==> src/rtl/vit_pkg.sv <==
// Shared types and default frame geometry for the Viterbi decoder front end.
package vit_pkg;

    typedef enum logic [1:0] {
        IDLE,
        ACQ,
        TB_REQ,
        WAIT_TB
    } vit_ctrl_state_t;

    typedef logic [1:0] rx_pair_t;

    localparam int VIT_FRAME_LEN = 64;
    localparam int VIT_TAIL_LEN  = 2;

endpackage

==> src/rtl/vit_step_cnt.sv <==
// Loadable trellis step counter that wraps at FRAME_LEN-1.
// Also flags the terminal step and the tail region of the frame.
module vit_step_cnt #(
    parameter int FRAME_LEN = 64,
    parameter int TAIL_LEN  = 2,
    parameter int CNT_W     = 8
) (
    input  logic             clk,
    input  logic             rst,
    input  logic             load,
    input  logic [CNT_W-1:0] load_val,
    input  logic             inc,
    output logic [CNT_W-1:0] count,
    output logic             last,
    output logic             tail
);

    localparam logic [CNT_W-1:0] LAST_IDX = CNT_W'(FRAME_LEN - 1);
    localparam logic [CNT_W-1:0] TAIL_IDX = CNT_W'(FRAME_LEN - TAIL_LEN);

    assign last = (count == LAST_IDX);
    assign tail = (count >= TAIL_IDX);

    always_ff @(posedge clk) begin
        if (rst) begin
            count <= '0;
        end else if (load) begin
            count <= load_val;
        end else if (inc) begin
            count <= last ? '0 : count + 1'b1;
        end
    end

endmodule

==> src/rtl/vit_frame_ctrl.sv <==
// Viterbi frame sequencer: feeds one registered pair per trellis step, then hands off to traceback.
// Optional traceback watchdog with sticky tb_err output: define VIT_TB_WATCHDOG_EN.
module vit_frame_ctrl
    import vit_pkg::*;
#(
    parameter int FRAME_LEN  = VIT_FRAME_LEN,
    parameter int TAIL_LEN   = VIT_TAIL_LEN,
    parameter int CNT_W      = 8,
    parameter int TB_TIMEOUT = 256
) (
    input  logic             clk,
    input  logic             rst,
    input  logic             in_valid,
    output logic             in_ready,
    input  rx_pair_t         rx_pair,
    output rx_pair_t         bmc_pair,
    output logic             step_en,
    output logic [CNT_W-1:0] step_idx,
    output logic             tail_phase,
    output logic             acs_init,
    output logic             tb_start,
    input  logic             tb_done,
    output logic             frame_done,
    output logic             busy
`ifdef VIT_TB_WATCHDOG_EN
    ,
    output logic             tb_err
`endif
);

    vit_ctrl_state_t state;
    vit_ctrl_state_t next_state;

    logic             accept;
    logic [CNT_W-1:0] cnt;
    logic             cnt_last;
    logic             cnt_tail;
    logic             wd_expire;

    assign in_ready = (state == ACQ);
    assign accept   = in_valid & in_ready;

    vit_step_cnt #(
        .FRAME_LEN (FRAME_LEN),
        .TAIL_LEN  (TAIL_LEN),
        .CNT_W     (CNT_W)
    ) u_step_cnt (
        .clk      (clk),
        .rst      (rst),
        .load     (state == IDLE),
        .load_val ('0),
        .inc      (accept),
        .count    (cnt),
        .last     (cnt_last),
        .tail     (cnt_tail)
    );

`ifdef VIT_TB_WATCHDOG_EN
    localparam logic [CNT_W:0] WD_LIMIT = (CNT_W + 1)'(TB_TIMEOUT - 1);

    logic [CNT_W:0] wd_cnt;

    assign wd_expire = (state == WAIT_TB) && (wd_cnt == WD_LIMIT);

    // The watchdog counts cycles spent in WAIT_TB; a late tb_done still beats the limit.
    always_ff @(posedge clk) begin
        if (rst) begin
            wd_cnt <= '0;
            tb_err <= 1'b0;
        end else begin
            wd_cnt <= (state == WAIT_TB) ? wd_cnt + 1'b1 : '0;
            if (wd_expire && !tb_done) begin
                tb_err <= 1'b1;
            end
        end
    end
`else
    logic unused_timeout;

    assign unused_timeout = ^TB_TIMEOUT;
    assign wd_expire      = 1'b0;
`endif

    always_ff @(posedge clk) begin
        if (rst) begin
            state <= IDLE;
        end else begin
            state <= next_state;
        end
    end

    always_comb begin
        next_state = state;
        case (state)
            IDLE:    next_state = ACQ;
            ACQ:     if (accept && cnt_last) next_state = TB_REQ;
            TB_REQ:  next_state = WAIT_TB;
            WAIT_TB: if (tb_done || wd_expire) next_state = IDLE;
            default: next_state = IDLE;
        endcase
    end

    // tb_start is raised on the final accept so it lands in the same cycle as the last step_en.
    always_ff @(posedge clk) begin
        if (rst) begin
            bmc_pair   <= 2'b00;
            step_en    <= 1'b0;
            step_idx   <= '0;
            tail_phase <= 1'b0;
            acs_init   <= 1'b0;
            tb_start   <= 1'b0;
            frame_done <= 1'b0;
            busy       <= 1'b1;
        end else begin
            step_en    <= accept;
            tail_phase <= accept & cnt_tail;
            acs_init   <= (state == IDLE);
            tb_start   <= accept & cnt_last;
            frame_done <= (state == WAIT_TB) & tb_done;
            busy       <= !(next_state == ACQ &&
                            (state == IDLE || (cnt == '0 && !accept)));
            if (accept) begin
                bmc_pair <= rx_pair;
                step_idx <= cnt;
            end
        end
    end

endmodule

==> config.mk <==
export PLATFORM = sky130hd
export DESIGN_NAME = vit_frame_ctrl
export DESIGN_NICKNAME = d
export VERILOG_FILES = /design/src/rtl/vit_pkg.sv /design/src/rtl/vit_step_cnt.sv /design/src/rtl/vit_frame_ctrl.sv
export SDC_FILE = /design/constraint.sdc
export NUM_CORES = 1
export LEC_CHECK = 0
export BUFFER_PORTS_ARGS = -buffer_cell sky130_fd_sc_hd__buf_2
export CORE_MARGIN = 2
export CORE_UTILIZATION = 50
export CTS_CLUSTER_SIZE = 14
export DETAILED_ROUTE_END_ITERATION = 8
export GPL_TIMING_DRIVEN = 0
export HOLD_SLACK_MARGIN = 0.15
export PLACE_DENSITY = 0.77
export SYNTH_ARGS = -nofsm -noshare
export SYNTH_HDL_FRONTEND = slang
export SYNTH_SLANG_ARGS = --single-unit
==> constraint.sdc <==
create_clock -name clk -period 2.7 [get_ports clk]
set_input_delay 0.405 -clock clk [delete_from_list [all_inputs] [get_ports clk]]
set_output_delay 0.405 -clock clk [all_outputs]
set_load 0.1 [all_outputs]
==> results.txt <==
sequential power share: 0.623
FF-to-FF path depth: 4
synthesized flop and latch total: 26
max-slew violations: 0
Synth cell types: 36
element type at the critical path end: output port
Yosys warning total: 0
Port Buf Inserts: 21
critical path's largest stage delay: 0.43 ns
CTS tree: built
Worst EP arrival: 1.37 ns
Num Clock Sinks: 26
final period utilization: 0.656
outcome: completed
Residual DRC: 0
P&R area growth vs syn: 15.0%
Top-Level Pins: 23
DP HPWL: 1560 um
CP Depth: 3
Die Y: 50.4 um
Worst-path clk slew: 0.13 ns
Post-Layout Cell Count: 172
clk_lat worst skew: 0.31 ns
fillcell total: 184
RR Startpoint: u_step_cnt.count[1]
crit-path max FO: 10
setup TNS: 0 ns
Sw Ratio: 0.271
M1 WL: 981 um
fin crit period: 1.77 ns
beginning of the critical path: state[0]
CP Buf/Inv Count: 2
Setup crit end: in_ready
metal3 WL: 82 um
vias: 905
Highest Clock Rate: 564 MHz
Pwr Density: 506 nW/um2
GR Overflow Total: 0
all-layer global routing usage: 0.192
Ant. Diodes: 0
Placed Instances: 169
Detailed Routing Iterations Pass 1: 4
Setup violations, final: 0
GP Congestion: 0.812
register area: 520 um2
area of the multi-input gates: 519 um2
Critical Path Source Type: flip-flop
Wirelength per Cell: 12.3 um
layout cells sized above 1: 0.248
cell chain of the critical path: buf_4, nor2b_1, buf_2
vias in the first global route: 868
cts repair resizes: 0
Cell Area, Synth: 1080 um2
R2R Path End: state[0]
CP top delay family: buffers and inverters
Die W: 50.4 um
largest net degree at the start of global routing: 14
hold_ws: 0.313 ns
Comb power frac: 0.121
Post-DRT Antenna Nets: 0
Peak VDD IR: 0.353 mV
Syn Area/Cell: 8.91 um2
sequential area share after synthesis: 0.483
reg2reg setup slack: 1.03 ns
Int Pwr: 0.458 mW
first-pass GRT wire length: 3730 um
final WL: 2120 um
Hold Vio Cnt, Final: 0
vias per cell: 5.26
Max-slew headroom: 0.671
part of the power in the clock network: 0.256
slowest stage cell, crit path: buf_2
FP Rows: 16
Min-Delay Path Class: input pin to flip-flop
Final Total Pwr: 0.627 mW
syn_nets: 130
count of max-cap constraint violations: 0
deepest clock path buffer count: 2
Starting Density: 0.539
die area: 2540 um2
Layout Skew: 0.00257 ns
Tightest Pin Transition: 0.488 ns
commonest non-fill, non-tap cell in the layout: nand2_1
commonest non-fill, non-tap cells in the layout: nand2_1, dfxtp_1, buf_2, a21oi_1, nor2_1
max layer used: met4
Post-Syn Instances: 121
CORE AREA: 2000 um2
Util after Layout: 0.619
nets: 156
Critical Path RT: 2.30 ns
Clock H-tree levels: 1
Post-CTS Setup Inserts: 0
CTS root buffer: clkbuf_4
Hold Buf Count CTS: 0
met2 WL: 1010 um
RSZ-0062 raised after global routing: false
initial drt markers: 11
leakage power: 0.508 nW
Psw: 0.170 mW
critical path class: flip-flop to output port
initial antenna violation count: 0
CTS Buf Count: 3
cells in the mapped netlist:
cell type	instances	area share
nand2_1	30	0.10
dfxtp_1	26	0.48
a21oi_1	16	0.074
nor2_1	5	0.017
o21ai_0	4	0.019
clkbuf_1	3	0.010
ha_1	3	0.035
buf_4	2	0.014
inv_1	2	0.0070
nand3_1	2	0.0093
nor4_1	2	0.012
or3_1	2	0.012
a211o_1	1	0.0081
a21oi_2	1	0.0081
a31oi_1	1	0.0058
and2_1	1	0.0058
and2_4	1	0.0081
and3b_1	1	0.0081
buf_2	1	0.0046
mux2i_1	1	0.0093
nand2b_1	1	0.0058
nand3b_4	1	0.019
nand4_2	1	0.012
nand4b_1	1	0.0081
nand4b_2	1	0.014
nor2b_1	1	0.0058
nor3_1	1	0.0046
nor3b_1	1	0.0070
o21ba_2	1	0.0093
o21bai_1	1	0.0070
o31ai_1	1	0.0070
o41ai_2	1	0.015
or3_2	1	0.0070
or4_1	1	0.0070
or4_4	1	0.010
xor2_1	1	0.0081
power by group through the flow:
stage / logic, mW / clock network, mW / registers (mW)
6_report: 0.0756 / 0.161 / 0.391
3_3_place_gp: 0.0744 / 0 / 0.400
2_1_floorplan: 0.0313 / 0 / 0.429
3_5_place_dp: 0.0760 / 0 / 0.400
4_1_cts: 0.0760 / 0.162 / 0.391
5_1_grt: 0.0817 / 0.170 / 0.392
stage by stage:
stage,setup WS (ns),instance area [um2]
2_1_floorplan,0.487,1080
3_3_place_gp,1.10,1220
3_5_place_dp,1.06,1220
4_1_cts,0.923,1240
5_1_grt,0.871,1240
6_report,0.928,1240
registers in the layout (all words and copies together), names as in the netlist:
name              flops
busy                  1
acs_init              1
step_idx              8
u_step_cnt.count      8
tail_phase            1
tb_start              1
frame_done            1
step_en               1
state                 2
bmc_pair              2
worst min-delay path, stage by stage:
cell and delay, ns:
buf_2 0.10, nand2_1 0.05, a21oi_1 0.05
cell type report:
type                    count  share of cell area
repair buffers             21              0.0848
flip-flops and latches     26               0.420
well taps                  27              0.0272
clock buffers               3              0.0182
plain buffers               6              0.0252
inverters                   2             0.00605
multi-input cells          87               0.419
cells by family after synthesis:
family,Yosys count,share of synthesized area
and+or+nand+nor,55,0.276
DFF,26,0.483
buffers and inverters,8,0.0360
muxes,1,0.00928
xor gates and xnor gates,1,0.00812
AOI/OAI and AO/OA,27,0.153
adders and majority gates,3,0.0348
worst min-delay path by stage:
stage               cells after the start  slack [ns]                   to                start
global route                            3        0.34          bmc_pair[0]           rx_pair[0]
detailed placement                      2        0.44          bmc_pair[0]          bmc_pair[0]
floorplan                               2        0.48  u_step_cnt.count[0]  u_step_cnt.count[0]
global placement                        2        0.44          bmc_pair[1]          bmc_pair[1]
finish                                  3        0.31          bmc_pair[0]           rx_pair[0]
CTS                                     3        0.31          bmc_pair[0]           rx_pair[0]
routing by layer:
layer | vias to the layer above | track usage
met3 | 5 | 0.0268
met5 | - | 0
met4 | 0 | 0.0811
met2 | 22 | 0.329
li1 | 465 | -
met1 | 413 | 0.240
No activity file was read; power rests on OpenSTA's default activity.
